`config.mk`:
```
export PLATFORM = sky130hd
export DESIGN_NAME = iq_sequencer
export DESIGN_NICKNAME = d
export VERILOG_FILES = /design/src/rtl/iq_sequencer.sv
export SDC_FILE = /design/constraint.sdc
export NUM_CORES = 1
export LEC_CHECK = 0
export CAP_MARGIN = 20
export CORE_MARGIN = 4
export CORE_UTILIZATION = 55
export DETAILED_ROUTE_END_ITERATION = 12
export HOLD_SLACK_MARGIN = 0.06
export PLACE_DENSITY_LB_ADDON = 0.08
export SYNTH_ARGS = -nofsm -noshare
export SYNTH_HDL_FRONTEND = slang
export SYNTH_SLANG_ARGS = --single-unit
```
`constraint.sdc`:
```
create_clock -name clk -period 4.3 [get_ports clk]
set_input_delay 0.86 -clock clk [delete_from_list [all_inputs] [get_ports clk]]
set_output_delay 0.86 -clock clk [all_outputs]
set_load 0.005 [all_outputs]
```
`src/rtl/iq_sequencer.sv`:
```
// iq_sequencer: parses a USB byte stream of A5-prefixed commands, buffers I/Q sample
// pairs in a FIFO and plays them out at a programmable rate. Define IQSEQ_STATUS_EN for status LEDs.
module iq_sequencer #(
  parameter int IQW         = 8,
  parameter int DEPTH       = 16,
  parameter int DIV_DEFAULT = 50000
) (
  input  logic                   clk,
  input  logic                   rst_,
  input  logic [7:0]             rx_data,
  input  logic                   rx_valid,
  output logic [IQW-1:0]         i,
  output logic [IQW-1:0]         q,
  output logic                   iq_update,
  output logic                   running,
  output logic [$clog2(DEPTH):0] fifo_level,
  output logic [7:0]             status
);
  localparam int AW = $clog2(DEPTH);
  localparam logic [AW:0] FULL_LVL    = (AW+1)'(DEPTH);
  localparam logic [7:0]  SYNC        = 8'hA5;
  localparam logic [7:0]  CMD_SET_DIV = 8'h01;
  localparam logic [7:0]  CMD_LOAD    = 8'h02;
  localparam logic [7:0]  CMD_START   = 8'h03;
  localparam logic [7:0]  CMD_STOP    = 8'h04;
  localparam logic [7:0]  CMD_CLEAR   = 8'h05;

  typedef enum logic [1:0] {IDLE, CMD, ARG1, ARG2} state_t;

  state_t          state_q, state_d;
  logic [7:0]      cmd_q, cmd_d;
  logic [7:0]      arg1_q, arg1_d;
  logic            do_set_div, do_push, do_start, do_stop, do_clear, do_bad;

  logic [15:0]     div_q, cnt_q, div_val;
  logic            running_q, underrun_q, overflow_q, bad_cmd_q;
  logic [AW-1:0]   wr_ptr_q, rd_ptr_q;
  logic [AW:0]     level_q;
  logic [2*IQW-1:0] mem_q [DEPTH];
  logic [IQW-1:0]  i_q, q_q;
  logic            iq_update_q;

  logic            tick, fifo_empty, fifo_full, pop, push_ok;

  // Parser: decodes one byte per rx_valid cycle into single-cycle action strobes
  always_comb begin
    state_d    = state_q;
    cmd_d      = cmd_q;
    arg1_d     = arg1_q;
    do_set_div = 1'b0;
    do_push    = 1'b0;
    do_start   = 1'b0;
    do_stop    = 1'b0;
    do_clear   = 1'b0;
    do_bad     = 1'b0;
    if (rx_valid) begin
      case (state_q)
        IDLE: if (rx_data == SYNC) state_d = CMD;
        CMD: begin
          cmd_d   = rx_data;
          state_d = IDLE;
          case (rx_data)
            CMD_SET_DIV, CMD_LOAD: state_d = ARG1;
            CMD_START: do_start = 1'b1;
            CMD_STOP:  do_stop  = 1'b1;
            CMD_CLEAR: do_clear = 1'b1;
            default:   do_bad   = 1'b1;
          endcase
        end
        ARG1: begin
          arg1_d  = rx_data;
          state_d = ARG2;
        end
        ARG2: begin
          state_d = IDLE;
          if (cmd_q == CMD_SET_DIV) do_set_div = 1'b1;
          else                      do_push    = 1'b1;
        end
        default: state_d = IDLE;
      endcase
    end
  end

  assign div_val    = {arg1_q, rx_data};
  assign tick       = running_q && (cnt_q == div_q - 16'd1);
  assign fifo_empty = (level_q == '0);
  assign fifo_full  = (level_q == FULL_LVL);
  // CLEAR wins over a coincident tick: no pop and no underrun that cycle
  assign pop        = tick && !fifo_empty && !do_clear;
  assign push_ok    = do_push && (!fifo_full || pop);

  always_ff @(posedge clk) begin
    if (!rst_) begin
      state_q     <= IDLE;
      div_q       <= 16'(DIV_DEFAULT);
      cnt_q       <= '0;
      running_q   <= 1'b0;
      underrun_q  <= 1'b0;
      overflow_q  <= 1'b0;
      bad_cmd_q   <= 1'b0;
      wr_ptr_q    <= '0;
      rd_ptr_q    <= '0;
      level_q     <= '0;
      i_q         <= '0;
      q_q         <= '0;
      iq_update_q <= 1'b0;
    end else begin
      state_q <= state_d;

      if (do_set_div) div_q <= (div_val == 16'd0) ? 16'd1 : div_val;

      if (do_set_div || do_start) cnt_q <= '0;
      else if (running_q)         cnt_q <= tick ? 16'd0 : cnt_q + 16'd1;

      if (do_start)     running_q <= 1'b1;
      else if (do_stop) running_q <= 1'b0;

      if (do_clear) begin
        wr_ptr_q   <= '0;
        rd_ptr_q   <= '0;
        level_q    <= '0;
        underrun_q <= 1'b0;
        overflow_q <= 1'b0;
        bad_cmd_q  <= 1'b0;
      end else begin
        if (push_ok) wr_ptr_q <= wr_ptr_q + 1'b1;
        if (pop)     rd_ptr_q <= rd_ptr_q + 1'b1;
        case ({push_ok, pop})
          2'b10:   level_q <= level_q + 1'b1;
          2'b01:   level_q <= level_q - 1'b1;
          default: level_q <= level_q;
        endcase
        underrun_q <= underrun_q | (tick && fifo_empty);
        overflow_q <= overflow_q | (do_push && fifo_full && !pop);
        bad_cmd_q  <= bad_cmd_q | do_bad;
      end

      if (pop) {i_q, q_q} <= mem_q[rd_ptr_q];
      iq_update_q <= pop;
    end
  end

  // Sample storage and parse scratch carry no reset; they are qualified by level/state
  always_ff @(posedge clk) begin
    cmd_q  <= cmd_d;
    arg1_q <= arg1_d;
    if (push_ok) mem_q[wr_ptr_q] <= {IQW'(arg1_q), IQW'(rx_data)};
  end

  assign i          = i_q;
  assign q          = q_q;
  assign iq_update  = iq_update_q;
  assign running    = running_q;
  assign fifo_level = level_q;

`ifdef IQSEQ_STATUS_EN
  logic [3:0] lvl_sat;
  always_comb begin
    if (32'(level_q) > 32'd15) lvl_sat = 4'hf;
    else                       lvl_sat = 4'(level_q);
  end
  assign status = ~{running_q, underrun_q, overflow_q, bad_cmd_q, lvl_sat};
`else
  assign status = 8'hff;
`endif

endmodule
```
==> impl_metrics.tcl, run 1 <==
set metrics [dict create \
    status "finished clean" \
    postRouteAntennaNets 0 \
    cts.sinks 337 \
    clk_pin_slew_worst_paths_ns 0.06 \
    viasPerCell 6.17 \
    ys_seq_elements 337 \
    cp_max_fo 7 \
    finalNetCount 900 \
    pin_count 42 \
    grt_pass1_vias 7653 \
    grt_first_pass_wirelength_microns 49400 \
    cts.path.max_buffers 3 \
    grt_setup_unrepaired "false" \
    wl_per_cell_microns 26.5 \
    postSynthAreaPerCell_sq_um 17.0 \
    drt_iter0_drc 858 \
    setup_violations 0 \
    antenna_cells 0 \
    grt_antenna_before_repair 1 \
    p_leak_uw 0.00517 \
    clk_latency_ns 0.51 \
    worst-path-buf-inv 2 \
    pwr-share-comb 0.011 \
    clkPwrFrac 0.457 \
    placed_area_sq_mm 0.0146 \
    seq_area_frac_synth 0.687 \
    skew_ns 0.0125 \
    dieArea_sq_mm 0.0277 \
    tightest_slew_ns 1.19 \
    cap_violations 0 \
    grt_usage 0.239 \
    critPathMaxStageDelay_ns 0.45 \
    cp-end-kind "register" \
    finalHoldViolCount 0 \
    cts_tree "done" \
    die_h_microns 166 \
    share_seq_of_total_power 0.532 \
    fin_area_sq_mm 0.0158 \
    ctsRootBufferMaster "clkbuf_16" \
    drcViolationCount 0 \
    min_path_cells 2 \
    vias 7574 \
    timing.final.crit_share 0.931 \
    synth_edf_count 272 \
    grt_start_max_net_pins 37 \
    ys_types 63 \
    hold_path_end "i[5]" \
    holdBufCountCts 0 \
    cts_buffers 35 \
    hold_path.class "register to register" \
    path_class "register to register" \
    wl_microns 32500 \
    row_count 57 \
    syn_to_final_growth_pct 14.4 \
    synthCells 813 \
    min-delay-start "i[5]" \
    syn-cell-area_sq_mm 0.0138 \
    p_total_uw 6570 \
    critical_path_arrival_ns 4.36 \
    fin_crit_ns 4.00 \
    swShare 0.194 \
    design.core.area_sq_mm 0.0245 \
    reg2reg_slack_ns 0.30 \
    place_congestion 0.872 \
    drtPass1Iterations 5 \
    drv_slew 0 \
    crit_required_ns 4.66 \
    initial_utilization 0.564 \
    tns_ns 0 \
    path_delay_family "simple AND/OR/NAND/NOR gates" \
    p_sw_uw 1270 \
    rr_worst_depth 17 \
    yosys_warnings 0 \
    max_freq_mhz 250 \
    worstPathCellList "inv_1, ha_1, nor4b_4, nand3_2, a2111oi_2, nand4_1, or2_2, nor3_2, nand2_1, fa_1, inv_1, a21o_1, a21oi_1, nor2_1, nand2b_1, a32oi_1, a21oi_1" \
    p_per_area_mw_per_mm2 416 \
    ys.flop_type "edfxtp_1" \
    layout-drive-gt1-share 0.206 \
    gr-total-overflow 0 \
    h-tree-depth 2 \
    cp-start-kind "register" \
    dp_hpwl_microns 20900 \
    p_int_uw 5300 \
    critPathSlowestCell "fa_1" \
    r2r_end "fifo_level[4]" \
    max-vdd-ir-drop_uv 342 \
    portBuffers 33 \
    r2r_start "div_q[0]" \
    die_w_microns 166 \
    async_reset_ff_frac 0 \
    max-slew-margin-rel 0.205 \
    fin_util 0.645 \
]
## worst reg2reg max path, stage by stage, from the launching register on
cell and delay [ns]:
dfxtp_1 0.37, inv_1 0.08, ha_1 0.24, nor4b_4 0.34
nand3_2 0.12, a2111oi_2 0.37, nand4_1 0.28, or2_2 0.36
nor3_2 0.21, nand2_1 0.11, fa_1 0.45, inv_1 0.08
a21o_1 0.10, a21oi_1 0.11, nor2_1 0.20, nand2b_1 0.12
a32oi_1 0.23, a21oi_1 0.09
## power groups by stage
stage          sequential (uW)  combinational, uW  clock (uW)
6_report                  3500               73.1        3000
5_1_grt                   3490               76.2        3200
4_1_cts                   3500               73.2        3050
3_5_place_dp              3570               73.4           0
3_3_place_gp              3570               70.8           0
2_1_floorplan             3570               20.2           0
## layout make-up
type                    count  area (sq um)
inverters                   9          33.8
flip-flops and latches    337          9470
clock inverters            16           166
fillers                  1678          8680
repair buffers             66           603
well taps                 324           405
multi-input cells         429          4120
clock buffers              46           977
## registers in the layout, indices dropped and copies added, names as in the netlist, named ones only
register	cells
arg1_q	8
div_q	16
i	8
running	1
state_q	1
cnt_q	16
q	8
iq_update	1
rd_ptr_q	4
cmd_q	8
wr_ptr_q	4
fifo_level	5
mem_q	256
## through the flow
step / setup slack, ns / cells / hold slack (ns)
after floorplan: 0.282 / 820 / 0.447
after global placement: 0.366 / 1164 / 0.439
after detailed placement: 0.186 / 1164 / 0.453
after CTS: 0.175 / 1226 / 0.459
after global routing: 0.00580 / 1227 / 0.477
final: 0.296 / 1227 / 0.462
## kinds of logic (layout without fill, tap and decap cells)
group	after synthesis	in the layout	synth area share
AOI/OAI and AO/OA	63	63	0.0337
muxes	98	98	0.144
and+or+nand+nor	207	207	0.0805
xor gates and xnor gates	42	42	0.0267
adders and majority gates	11	11	0.0105
other	1	8	0.000272
buffers and inverters	54	137	0.0180
DFF	337	337	0.687
## cell usage in the layout (no fill, tap or decap), types with 3 or more instances in the layout
master,instances
nor3b_1,3
o21ai_0,5
clkinv_2,5
nor2b_2,3
nand3_1,14
clkbuf_8,6
edfxtp_1,272
a21boi_0,17
clkdlybuf4s50_1,33
nor2_1,32
nor2b_1,14
clkinv_1,3
and3b_1,4
mux2i_1,18
nand4_1,10
dfxtp_1,63
buf_4,31
conb_1,8
inv_1,9
xnor2_1,14
and2_1,3
clkbuf_1,5
bufinv_16,3
clkinvlp_4,3
xor2_1,28
and3_1,19
a31oi_1,3
ha_1,10
nor4_1,10
or2_2,3
clkbuf_16,35
a21oi_1,11
a21o_1,4
nor3_2,3
nand2_1,61
mux4_2,80
nand2b_1,6
nor3_1,9
## repair_timing
action,4_1_cts,5_1_grt
buffers inserted,0,1
gates resized for setup,0,1
setup endpoints to repair,0,257
## synthesized netlist by cell type (all sizes together), types with 2 or more instances
| library cell | number | area, sq um |
|---|---|---|
| edfxtp | 272 | 8170 |
| mux4 | 80 | 1800 |
| dfxtp | 65 | 1300 |
| nand2 | 61 | 229 |
| nor2 | 32 | 120 |
| xor2 | 28 | 245 |
| clkbuf | 24 | 90.1 |
| buf | 21 | 124 |
| and3 | 19 | 119 |
| a21boi | 18 | 135 |
| mux2i | 18 | 180 |
| nor2b | 17 | 106 |
| nand3 | 15 | 80.1 |
| xnor2 | 14 | 123 |
| nor3 | 13 | 86.3 |
| a21oi | 11 | 55.1 |
| ha | 10 | 125 |
| nand4 | 10 | 62.6 |
| nor4 | 10 | 62.6 |
| inv | 9 | 33.8 |
| nand2b | 6 | 37.5 |
| o21ai | 5 | 25.0 |
| a21o | 4 | 30.0 |
| and3b | 4 | 35.0 |
| or2 | 4 | 25.0 |
| a31oi | 3 | 18.8 |
| and2 | 3 | 18.8 |
| nor3b | 3 | 22.5 |
| nor4b | 3 | 47.5 |
| a211o | 2 | 17.5 |
| a22o | 2 | 17.5 |
| a41oi | 2 | 17.5 |
| nand3b | 2 | 15.0 |
| o211ai | 2 | 15.0 |
| o21a | 2 | 15.0 |
| or3 | 2 | 17.5 |
## how the worst max path moves through the flow
stage,endpoint,startpoint,depth (start not counted)
global placement,mem_q[0][4],rx_data[6],8
floorplan,mem_q[3][0],div_q[0],11
finish,fifo_level[4],div_q[0],17
global route,fifo_level[4],div_q[0],17
CTS,mem_q[6][3],div_q[0],10
detailed placement,mem_q[6][2],div_q[0],10
## routing by layer
layer / GRT usage / share of wire / vias up
met2: 0.376 / 0.48 / 336
met4: 0.0591 / 0.023 / 0
met5: 0 / 0 / -
met1: 0.358 / 0.43 / 3884
met3: 0.0362 / 0.072 / 55
li1: - / - / 3299
Power figures use the tool's default switching activity.
==> inputs of run 2 (changes only) <==
--- a/config.mk
+++ b/config.mk
@@ -6,8 +6,10 @@
 export NUM_CORES = 1
 export LEC_CHECK = 0
 export CAP_MARGIN = 20
+export CELL_PAD_IN_SITES_DETAIL_PLACEMENT = 0
+export CELL_PAD_IN_SITES_GLOBAL_PLACEMENT = 1
 export CORE_MARGIN = 4
-export CORE_UTILIZATION = 55
+export CORE_UTILIZATION = 48
 export DETAILED_ROUTE_END_ITERATION = 12
 export HOLD_SLACK_MARGIN = 0.06
 export PLACE_DENSITY_LB_ADDON = 0.08
==> run 2 against run 1 <==
  * Sequential power about the same
  * Critical path depth stayed put
  * Design area grew 0.76%
  * Count of clock-buffer cells in the layout decreased by 3
  * Power rose by 2.2%
  * Global-route usage decreased by 3.5 points
  * Worst setup slack gained 0.040 ns
  * Worst hold slack worse by 0.0093 ns
  * Largest cell class unchanged
  * Clock skew up 0.0070 ns
==> impl_metrics.tcl, run 2 (same netlist as run 1, synthesis figures left out) <==
set metrics [dict create \
    dieArea_sq_mm 0.0315 \
    design.core.area_sq_mm 0.0281 \
    layout_common_cells "edfxtp_1 (272), mux4_2 (80), dfxtp_1 (62)" \
    holdBufCountCts 0 \
    setup_violations 0 \
    p_sw_uw 1290 \
    hold_path.class "register to register" \
    p_leak_uw 0.00521 \
    clkPwrFrac 0.469 \
    h-tree-depth 2 \
    grt_antenna_before_repair 0 \
    clk_latency_ns 0.52 \
    grt_usage 0.203 \
    vias 7400 \
    fill_cells 2201 \
    row_count 61 \
    die_h_microns 177 \
    cts_resized 0 \
    share_seq_of_total_power 0.521 \
    drt_iter0_drc 687 \
    p_per_area_mw_per_mm2 422 \
    tns_ns 0 \
    drtPass1Iterations 5 \
    skew_ns 0.0195 \
    tightest_slew_ns 1.06 \
    max-vdd-ir-drop_uv 298 \
    grt_start_max_net_pins 68 \
    max_freq_mhz 252 \
    pin_count 42 \
    drcViolationCount 0 \
    dp_hpwl_microns 18400 \
    p_int_uw 5430 \
    cts_buffers 36 \
    final_common_cell "edfxtp_1" \
    cap_violations 0 \
    layout-drive-gt1-share 0.210 \
    place_congestion 0.810 \
    initial_utilization 0.491 \
    timing.final.crit_share 0.922 \
    top_regs "mem_q x256, cnt_q x16, div_q x16" \
    status "finished clean" \
    cts_tree "done" \
    dpl_worst_slack_ns 0.367 \
    regMostFlops "mem_q" \
    cp-start-kind "register" \
    ctsRootBufferMaster "clkbuf_16" \
    postRouteAntennaNets 0 \
    wl_microns 31200 \
    cts.path.max_buffers 3 \
    fin_ws_ns 0.337 \
    pwr-share-comb 0.010 \
    swShare 0.191 \
    gr-total-overflow 0 \
    finalNetCount 903 \
    cp_max_fo 7 \
    antenna_cells 0 \
    fin_crit_ns 3.96 \
    path_class "register to register" \
    grt_pass1_vias 7659 \
    wl_per_cell_microns 24.3 \
    grt_first_pass_wirelength_microns 47400 \
    critical_path_arrival_ns 4.42 \
    crit_required_ns 4.76 \
    portBuffers 33 \
    viasPerCell 5.75 \
    die_w_microns 177 \
    grt_setup_unrepaired "false" \
    syn_to_final_growth_pct 15.3 \
    cts.sinks 337 \
    max-slew-margin-rel 0.296 \
    drv_slew 0 \
    finalHoldViolCount 0 \
    cp-end-kind "register" \
    largest_reg_flops 256 \
    clk_pin_slew_worst_paths_ns 0.06 \
    cts_setup_buffers 0 \
]
run 2: changes by cell type in the layout (fill, tap and decap cells not counted), moves of 2 or more:
cell / previous run / this run
clkinv_1: 3 / 5
clkbuf_8: 6 / 2
clkinvlp_4: 3 / 1
bufinv_16: 3 / 5
buf_12: 2 / 0
clkinv_2: 5 / 8
clkbuf_16: 35 / 37
buf_4: 31 / 35
run 2: power by group through the flow:
stage | clock network [uW] | registers, uW | logic (uW)
4_1_cts | 3210 | 3500 | 67.0
2_1_floorplan | 0 | 3570 | 20.2
3_3_place_gp | 0 | 3560 | 64.8
5_1_grt | 3360 | 3490 | 71.8
6_report | 3150 | 3500 | 66.7
3_5_place_dp | 0 | 3570 | 66.9
run 2: path summary, 6_finish.rpt:
kind,from,to,slack [ns],cells past startpoint
worst min-delay path,i[5],i[5],0.45,2
worst min register to register,i[5],i[5],0.45,2
worst max register to register,div_q[0],fifo_level[4],0.34,17
worst max-delay path,div_q[0],fifo_level[4],0.34,17
run 2: cell type report:
type / count / area (sq um) / area share
Inverter: 9 / 33.8 / 0.00212
Timing Repair Buffer: 68 / 593 / 0.0373
Tap cell: 378 / 473 / 0.0297
Sequential cell: 337 / 9480 / 0.596
Clock inverter: 22 / 243 / 0.0153
Clock buffer: 43 / 968 / 0.0609
Multi-Input combinational cell: 429 / 4110 / 0.259
run 2: critical path: stages, from the launching register on:
cell and delay [ns]:
dfxtp_1 0.37, inv_1 0.08, ha_1 0.26, nor4b_4 0.42, nand3_2 0.12, a2111oi_2 0.38
nand4_1 0.25, or2_2 0.34, nor3_2 0.26, nand2_1 0.13, inv_1 0.14, ha_1 0.28
a21o_1 0.16, a21oi_1 0.22, nor2_1 0.09, nand2b_1 0.11, a32oi_1 0.09, a21oi_1 0.17
run 2: routing by layer:
| metal | track usage | share of wire | vias up |
|---|---|---|---|
| li1 | - | - | 3305 |
| met1 | 0.303 | 0.45 | 3837 |
| met2 | 0.317 | 0.47 | 223 |
| met3 | 0.0381 | 0.060 | 35 |
| met4 | 0.0448 | 0.016 | 0 |
| met5 | 0 | 0 | - |
run 2: through the flow:
step | power (uW) | cells | hold WS [ns] | instance area, sq um | utilization
3_3_place_gp | 3630 | 1221 | 0.448 | 14700 | 0.523
6_report | 6710 | 1286 | 0.453 | 15900 | 0.566
4_1_cts | 6770 | 1286 | 0.458 | 15900 | 0.566
5_1_grt | 6920 | 1286 | 0.482 | 15900 | 0.566
3_5_place_dp | 3630 | 1221 | 0.450 | 14700 | 0.523
2_1_floorplan | 3590 | 820 | 0.447 | 13800 | -
